==> src/rtl/fft_frame_sched.sv <==
// Tuner FFT frame scheduler: captures N samples, launches the FFT core, then scans
// magnitude bins 1..N/2-1 for the peak and holds the result until it is acknowledged.
module fft_frame_sched #(
  parameter int ADDR_W  = 8,
  parameter int DATA_W  = 12,
  parameter int MAG_W   = 16,
  parameter int TIMEOUT = 4095
) (
  input  logic              clk,
  input  logic              reset,
  input  logic              start,
  input  logic              ack,
  input  logic              continuous,
  input  logic              sample_valid,
  input  logic [DATA_W-1:0] sample_in,
  output logic              buf_wr_en,
  output logic [ADDR_W-1:0] buf_wr_addr,
  output logic [DATA_W-1:0] buf_wr_data,
  output logic              fft_start,
  input  logic              fft_done,
  output logic [ADDR_W-1:0] mag_rd_addr,
  input  logic [MAG_W-1:0]  mag_rd_data,
  output logic [ADDR_W-1:0] peak_bin,
  output logic [MAG_W-1:0]  peak_mag,
  output logic              ready,
  output logic              done,
  output logic              error,
  output logic [2:0]        state_out
);

  localparam int N    = 1 << ADDR_W;
  localparam int WD_W = $clog2(TIMEOUT + 1);

  localparam logic [ADDR_W-1:0] LAST_SAMPLE = ADDR_W'(N - 1);
  localparam logic [ADDR_W-1:0] LAST_BIN    = ADDR_W'(N / 2 - 1);
  localparam logic [WD_W-1:0]   WD_LAST     = WD_W'(TIMEOUT - 1);

  typedef enum logic [2:0] {
    S_IDLE    = 3'd0,
    S_CAPTURE = 3'd1,
    S_FFT_RUN = 3'd2,
    S_SCAN    = 3'd3,
    S_DRAIN   = 3'd4,
    S_DONE    = 3'd5
  } state_t;

  state_t            state;
  state_t            next_state;
  logic              timeout;
  logic              enter_capture;
  logic [ADDR_W-1:0] wr_count;
  logic [WD_W-1:0]   wd_count;
  logic [ADDR_W-1:0] scan_addr;
  logic              cmp_valid;
  logic [ADDR_W-1:0] cmp_bin;

  always_ff @(posedge clk) begin
    if (reset) begin
      state <= S_IDLE;
    end else begin
      state <= next_state;
    end
  end

  // wd_count is zero only on the first FFT_RUN cycle, which is where a stale Done is ignored
  always_comb begin
    next_state = state;
    timeout    = 1'b0;
    case (state)
      S_IDLE: begin
        if (start) begin
          next_state = S_CAPTURE;
        end
      end
      S_CAPTURE: begin
        if (sample_valid && (wr_count == LAST_SAMPLE)) begin
          next_state = S_FFT_RUN;
        end
      end
      S_FFT_RUN: begin
        if (fft_done && (wd_count != '0)) begin
          next_state = S_SCAN;
        end else if (wd_count == WD_LAST) begin
          next_state = S_DONE;
          timeout    = 1'b1;
        end
      end
      S_SCAN: begin
        if (scan_addr == LAST_BIN) begin
          next_state = S_DRAIN;
        end
      end
      S_DRAIN: begin
        next_state = S_DONE;
      end
      S_DONE: begin
        if (ack) begin
          next_state = continuous ? S_CAPTURE : S_IDLE;
        end
      end
      default: begin
        next_state = S_IDLE;
      end
    endcase
  end

  assign enter_capture = (next_state == S_CAPTURE) && (state != S_CAPTURE);

  always_ff @(posedge clk) begin
    if (reset) begin
      buf_wr_en   <= 1'b0;
      buf_wr_addr <= '0;
      buf_wr_data <= '0;
      fft_start   <= 1'b0;
      wr_count    <= '0;
      wd_count    <= '0;
      scan_addr   <= ADDR_W'(1);
      cmp_valid   <= 1'b0;
      cmp_bin     <= '0;
      peak_bin    <= '0;
      peak_mag    <= '0;
      error       <= 1'b0;
    end else begin
      buf_wr_en <= 1'b0;
      fft_start <= (state != S_FFT_RUN) && (next_state == S_FFT_RUN);
      cmp_valid <= (state == S_SCAN);
      cmp_bin   <= scan_addr;

      if ((state == S_CAPTURE) && sample_valid) begin
        buf_wr_en   <= 1'b1;
        buf_wr_addr <= wr_count;
        buf_wr_data <= sample_in;
        wr_count    <= wr_count + 1'b1;
      end

      if (enter_capture) begin
        wr_count <= '0;
        error    <= 1'b0;
        peak_bin <= '0;
        peak_mag <= '0;
      end

      if (state == S_FFT_RUN) begin
        wd_count <= wd_count + 1'b1;
      end else begin
        wd_count <= '0;
      end

      if (timeout) begin
        error    <= 1'b1;
        peak_bin <= '0;
        peak_mag <= '0;
      end

      if (state == S_SCAN) begin
        scan_addr <= scan_addr + 1'b1;
      end else begin
        scan_addr <= ADDR_W'(1);
      end

      // RAM data lags its address by one cycle; strict compare keeps the lowest tied bin
      if (cmp_valid && (mag_rd_data > peak_mag)) begin
        peak_bin <= cmp_bin;
        peak_mag <= mag_rd_data;
      end
    end
  end

  assign mag_rd_addr = (state == S_SCAN) ? scan_addr : '0;
  assign ready       = (state == S_IDLE);
  assign done        = (state == S_DONE);
  assign state_out   = state;

endmodule

==> config.mk <==
export PLATFORM = sky130hd
export DESIGN_NAME = fft_frame_sched
export DESIGN_NICKNAME = d
export VERILOG_FILES = /design/src/rtl/fft_frame_sched.sv
export SDC_FILE = /design/constraint.sdc
export NUM_CORES = 1
export LEC_CHECK = 0
export BUFFER_PORTS_ARGS = -buffer_cell sky130_fd_sc_hd__buf_4
export CAP_MARGIN = 5
export CORE_MARGIN = 2
export CORE_UTILIZATION = 55
export DETAILED_ROUTE_END_ITERATION = 8
export PLACE_DENSITY = 0.81
export SLEW_MARGIN = 15
export SYNTH_ARGS = -nofsm -noshare
export SYNTH_HDL_FRONTEND = slang
export SYNTH_SLANG_ARGS = --single-unit
==> constraint.sdc <==
create_clock -name clk -period 3.9 [get_ports clk]
set_input_delay 0.78 -clock clk [delete_from_list [all_inputs] [get_ports clk]]
set_output_delay 0.78 -clock clk [all_outputs]
set_load 0.01 [all_outputs]
After elaboration in Yosys (flattened, before gate mapping)
Index checks and enable logic that the tools add are counted.
{"block": "classes", "n_addsub": 3, "magnitude_cmp": 1, "eq_ne": 12, "muxes": 21, "bitwise": 2, "reduce_logical": 13}
{"cell": "16-bit two-way mux", "n": 3}
{"cell": "8-bit two-way mux", "n": 4}
{"cell": "3-bit two-way mux", "n": 6}
{"cell": "3-bit one-hot mux with 6 select lines", "n": 1}
{"cell": "8-bit by 1-bit adder with 8-bit output, second input constant", "n": 2}
{"cell": "16-bit greater-than comparator", "n": 1}
{"cell": "12-bit by 1-bit adder with 12-bit output, second input constant", "n": 1}
{"cell": "12-bit equality test, second input constant", "n": 1}
{"cell": "12-bit nonzero test", "n": 1}
{"cell": "3-bit by 2-bit equality test with 1-bit output, second input constant", "n": 3}
{"cell": "8-bit by 7-bit equality test with 1-bit output, second input constant", "n": 1}
{"cell": "8-bit equality test, second input constant", "n": 1}
{"cell": "1-bit two-way mux", "n": 7}
{"cell": "3-bit by 1-bit equality test with 1-bit output, second input constant", "n": 2}
{"cell": "3-bit equality test, second input constant", "n": 2}
{"cell": "1-bit logical AND", "n": 6}
{"cell": "2-bit OR reduction", "n": 3}
{"cell": "3-bit logical NOT", "n": 1}
{"cell": "3-bit by 1-bit != test with 1-bit output, second input constant", "n": 1}
{"cell": "3-bit by 2-bit != test with 1-bit output, second input constant", "n": 1}
{"cell": "3-bit nonzero test", "n": 1}
{"cell": "1-bit NOT", "n": 2}
{"cell": "2-bit nonzero test", "n": 1}
{"block": "word_totals", "reg_bits": 87, "in_bits": 35, "out_inout_bits": 60, "wordCells": 65}

Depth between registers and ports, before layout
{"block": "logic_depth", "word_depth": 9, "ltp_mapped": 9}

Least setup slack after synthesis
Ideal clock, no wire load.
{"block": "synth_path", "path_type": "input port to flip-flop", "start": "input mag_rd_data[14]", "end": "register peak_bin[0]", "setup_time_ps": 118, "arrival_ps": 2341, "t_required_ps": 3782, "path_slack_ps": 1441, "path_stages": 8, "path_buffers": 2, "cell_sequence": "ha_1 a21oi_2 nand2_1 a221o_1 o311a_1 buf_6 buf_12 mux2i_1"}
{"block": "synth_between", "elab_chain_cells": 3, "word_cells_on_any_way": 4}
{"element": "from (decl)", "line_no": "22", "rtl": "input logic [MAG_W-1:0] mag_rd_data,"}
{"element": "16-bit greater-than comparator (*)", "line_no": "162", "rtl": "if (cmp_valid && (mag_rd_data > peak_mag)) begin"}
{"element": "1-bit logical AND (*)", "line_no": "162"}
{"element": "3-bit nonzero test (no line) or 8-bit two-way mux (tied branches)"}
{"element": "to (signal assigned)", "line_no": "163", "rtl": "peak_bin <= cmp_bin;"}
{"element": "to (decl)", "line_no": "23", "rtl": "output logic [ADDR_W-1:0] peak_bin,"}
Mark *: on every way between the ends. The rest lies on a longest branch, timed or not.
A chain may end at the register's enable or synchronous reset.

Worst setup path in the final report
{"block": "layout_path", "start": "input mag_rd_data[14]", "end": "register peak_mag[10]"}
{"block": "layout_between", "elab_chain_cells": 3, "word_cells_on_any_way": 4}
{"element": "16-bit greater-than comparator (*)", "line_no": "162"}
{"element": "1-bit logical AND (*)", "line_no": "162"}
{"element": "3-bit nonzero test (no line) or 16-bit two-way mux (tied branches)"}
{"element": "to (signal assigned)", "line_no": "164", "rtl": "peak_mag <= mag_rd_data;"}
{"element": "to (decl)", "line_no": "24", "rtl": "output logic [MAG_W-1:0] peak_mag,"}
Marked as above.

==> results.toml <==
[global_route]
grt_antenna_before_repair = 0
grt_use_total_pct = 22.7
grt_pass1_wl_um = 15400
grt_pass1_vias = 3325
grt_overflow = 0
grt_max_degree = 62

[logic_synthesis]
ys_warn_count = 0
ys_top_cells_by_area = "dfxtp_1 42%, ha_1 6.3%, mux2i_1 5.8%"
ys.flop_type = "dfxtp_1"
syn-num-nets = 511
synth_common_cells = "87 x dfxtp_1, 55 x nand2_1, 31 x nor2_1"
ys_seq_area_share_pct = 42.0
yosysUniqueCellTypes = 48
synth_edf_count = 0
synth_largest_area_cell = "dfxtp_1"
synth_most_common_cell = "dfxtp_1"
syn_inst = 455
async_reset_ff_share_pct = 0
synth_seq_cells = 87
syn_area_per_cell_um2 = 9.12
synth_top_cell_area_share_pct = 42.0
syn_area_um2 = 4150

[setup_path]
critPathMostFrequentCell = "buf_4"
critPathKind = "in2reg"
cp_top_family = "compound AO/OA/AOI/OAI gates"
crit_buf_inv = 2
critPathRequiredTime_ns = 4.17
slowest_stage = "a2111oi_0"
crit_chain = "buf_4, ha_1, nand4_1, a2111oi_0, o311a_1, buf_4, mux2i_1"
cp.arrival_ns = 3.05
endpoint_kind = "flip-flop"
startpoint_type = "input pin"
crit_fanout = 19
critPathMaxStageDelay_ns = 0.56

[power]
power_per_cell_area_nw_per_um2 = 338
switching_share_pct = 23.3
sequentialPowerShare_pct = 52.6
vdd_drop_max_mv = 0.221
power_switching_w = 0.000399
power.total_w = 0.00172
p_int_w = 0.00132
pwr-share-clk_pct = 39.9
p_comb_share_pct = 7.5
p_leak_nw = 1.96

[job]
cap_violations = 0

[placed_design]
post-place-ws_ns = 0.917
dpl.hpwl_um = 6310
gp_congestion = 0.833
io_buffers = 94
place_inst = 626

[routing]
post_drt_via_cell_ratio = 5.28
ant_nets = 0
drt-pass1-iter-count = 4
drc = 0
vias = 3383
drtIter0Drc = 143
drt-total-wl_um = 9100
wl_per_cell_um = 14.2

[layout]
fin_nets = 594
diodes = 0
finalNonFillerCells = 641
fin_util_pct = 69.6
area_growth_pct = 22.3
fill_cells = 579
drive_gt1_share_pct = 26.4

[timing]
setup_tns_ns = 0
setup_viol_count_final = 0
slew_viol_final = 0
final.setup_skew_ns = 0.0150
rsz0062_at_grt = "false"
worst_slack_ns = 1.13
timing.fmax_ghz = 0.360
worstMarginPinSlew_ns = 0.829
hold_viol = 0
fin_crit_sh_pct = 71.1
period_needed_ns = 2.77
relSlewSlack_pct = 44.6

[clocking]
clk_pin_slew_ns = 0.08
cts_tree = "done"
cts_setup_buffers = 0
cts_sinks = 87
cts_resized = 0
cts_buffers = 9
cts_hold_buf = 0
clk_path_buf_depth = 2
clock-root-buffer = "clkbuf_8"
clk_latency_ns = 0.36
cts_max_level = 3

[floorplanning]
die_area_um2 = 8250
ios = 95
core-area_um2 = 7290
fp-row-count = 31
die_y_um = 90.9
initial_core_util_pct = 56.9
dieWidth_um = 90.9

[run_status]
outcome = "finished, final reports clean"

[hold_path]
hp-class = "reg2reg"
-- logic make-up after synthesis --
kind of cell / count (synthesis) / share of synthesized area [%]
XOR/XNOR: 22 / 4.64
flip-flops: 87 / 42.0
buffers and inverters: 50 / 6.03
multiplexers: 24 / 5.79
adder cells (fa/ha/maj): 21 / 6.33
AND/OR/NAND/NOR: 200 / 27.1
AO/OA/AOI/OAI: 51 / 8.11
-- stage by stage --
stage | instance area (µm²) | hold slack (ns)
global placement | 4860 | 0.440
global route | 5080 | 0.481
detailed placement | 4860 | 0.449
CTS | 5080 | 0.461
finish | 5080 | 0.457
floorplan | 4150 | 0.430
-- power by group through the flow --
stage | Combinational (W) | Sequential, W | Clock [W]
6_report | 0.000128 | 0.000902 | 0.000686
5_1_grt | 0.000142 | 0.000904 | 0.000734
4_1_cts | 0.000129 | 0.000902 | 0.000696
3_5_place_dp | 0.000128 | 0.000923 | 0
3_3_place_gp | 0.000126 | 0.000923 | 0
2_1_floorplan | 0.0000700 | 0.000923 | 0
-- tightest hold or removal path: stages (launching register included) --
cell and delay [ns]:
dfxtp_1 0.30, nand2b_1 0.05, mux2i_1 0.06
-- registers in the layout (all words and copies together) (netlist names), 3 cells and up --
signal and flops:
buf_wr_addr 8, wr_count 8, scan_addr 8, cmp_bin 8
peak_mag 16, wd_count 12, buf_wr_data 12, peak_bin 8
state_out 3
-- worst paths after layout --
check | startpoint | end | slack [ns] | cells after the start
setup / recovery | mag_rd_data[14] | peak_mag[10] | 1.13 | 7
hold / removal | cmp_bin[7] | peak_bin[7] | 0.46 | 2
setup reg to reg | peak_mag[14] | peak_mag[10] | 1.24 | 7
hold reg to reg | cmp_bin[7] | peak_bin[7] | 0.46 | 2
-- layer usage --
layer  GRT usage (%)  up-vias  routed length, µm
li1                -     1689                  -
met1            27.5     1619               3980
met2            39.8       60               4610
met3            3.76       15                326
met4            9.85        0                184
met5               0        -                  0
-- final cells by class --
type,count,area [µm²],share of cell area (%)
flip-flops and latches,87,1740,34.3
well taps,99,124,2.44
clock inverters,6,92.6,1.82
multi-input cells,318,2170,42.8
repair buffers,97,728,14.3
clock buffers,9,124,2.44
inverters,25,93.8,1.85
-- placed cells by master (no fill, tap or decap), types with 3 or more instances in the layout --
cell,n
nand3_2,18
nor2_1,31
xnor2_1,6
buf_4,97
nor3_1,3
nand4_1,9
nand2_1,55
and2_1,3
mux2i_1,24
dfxtp_1,87
ha_1,21
xor2_1,16
inv_1,24
nor2b_1,10
nand3_1,20
nand2b_1,27
or3_1,3
and3_1,10
a21oi_2,3
clkbuf_8,9
a21oi_1,30
(Power assumes the default switching activity.)
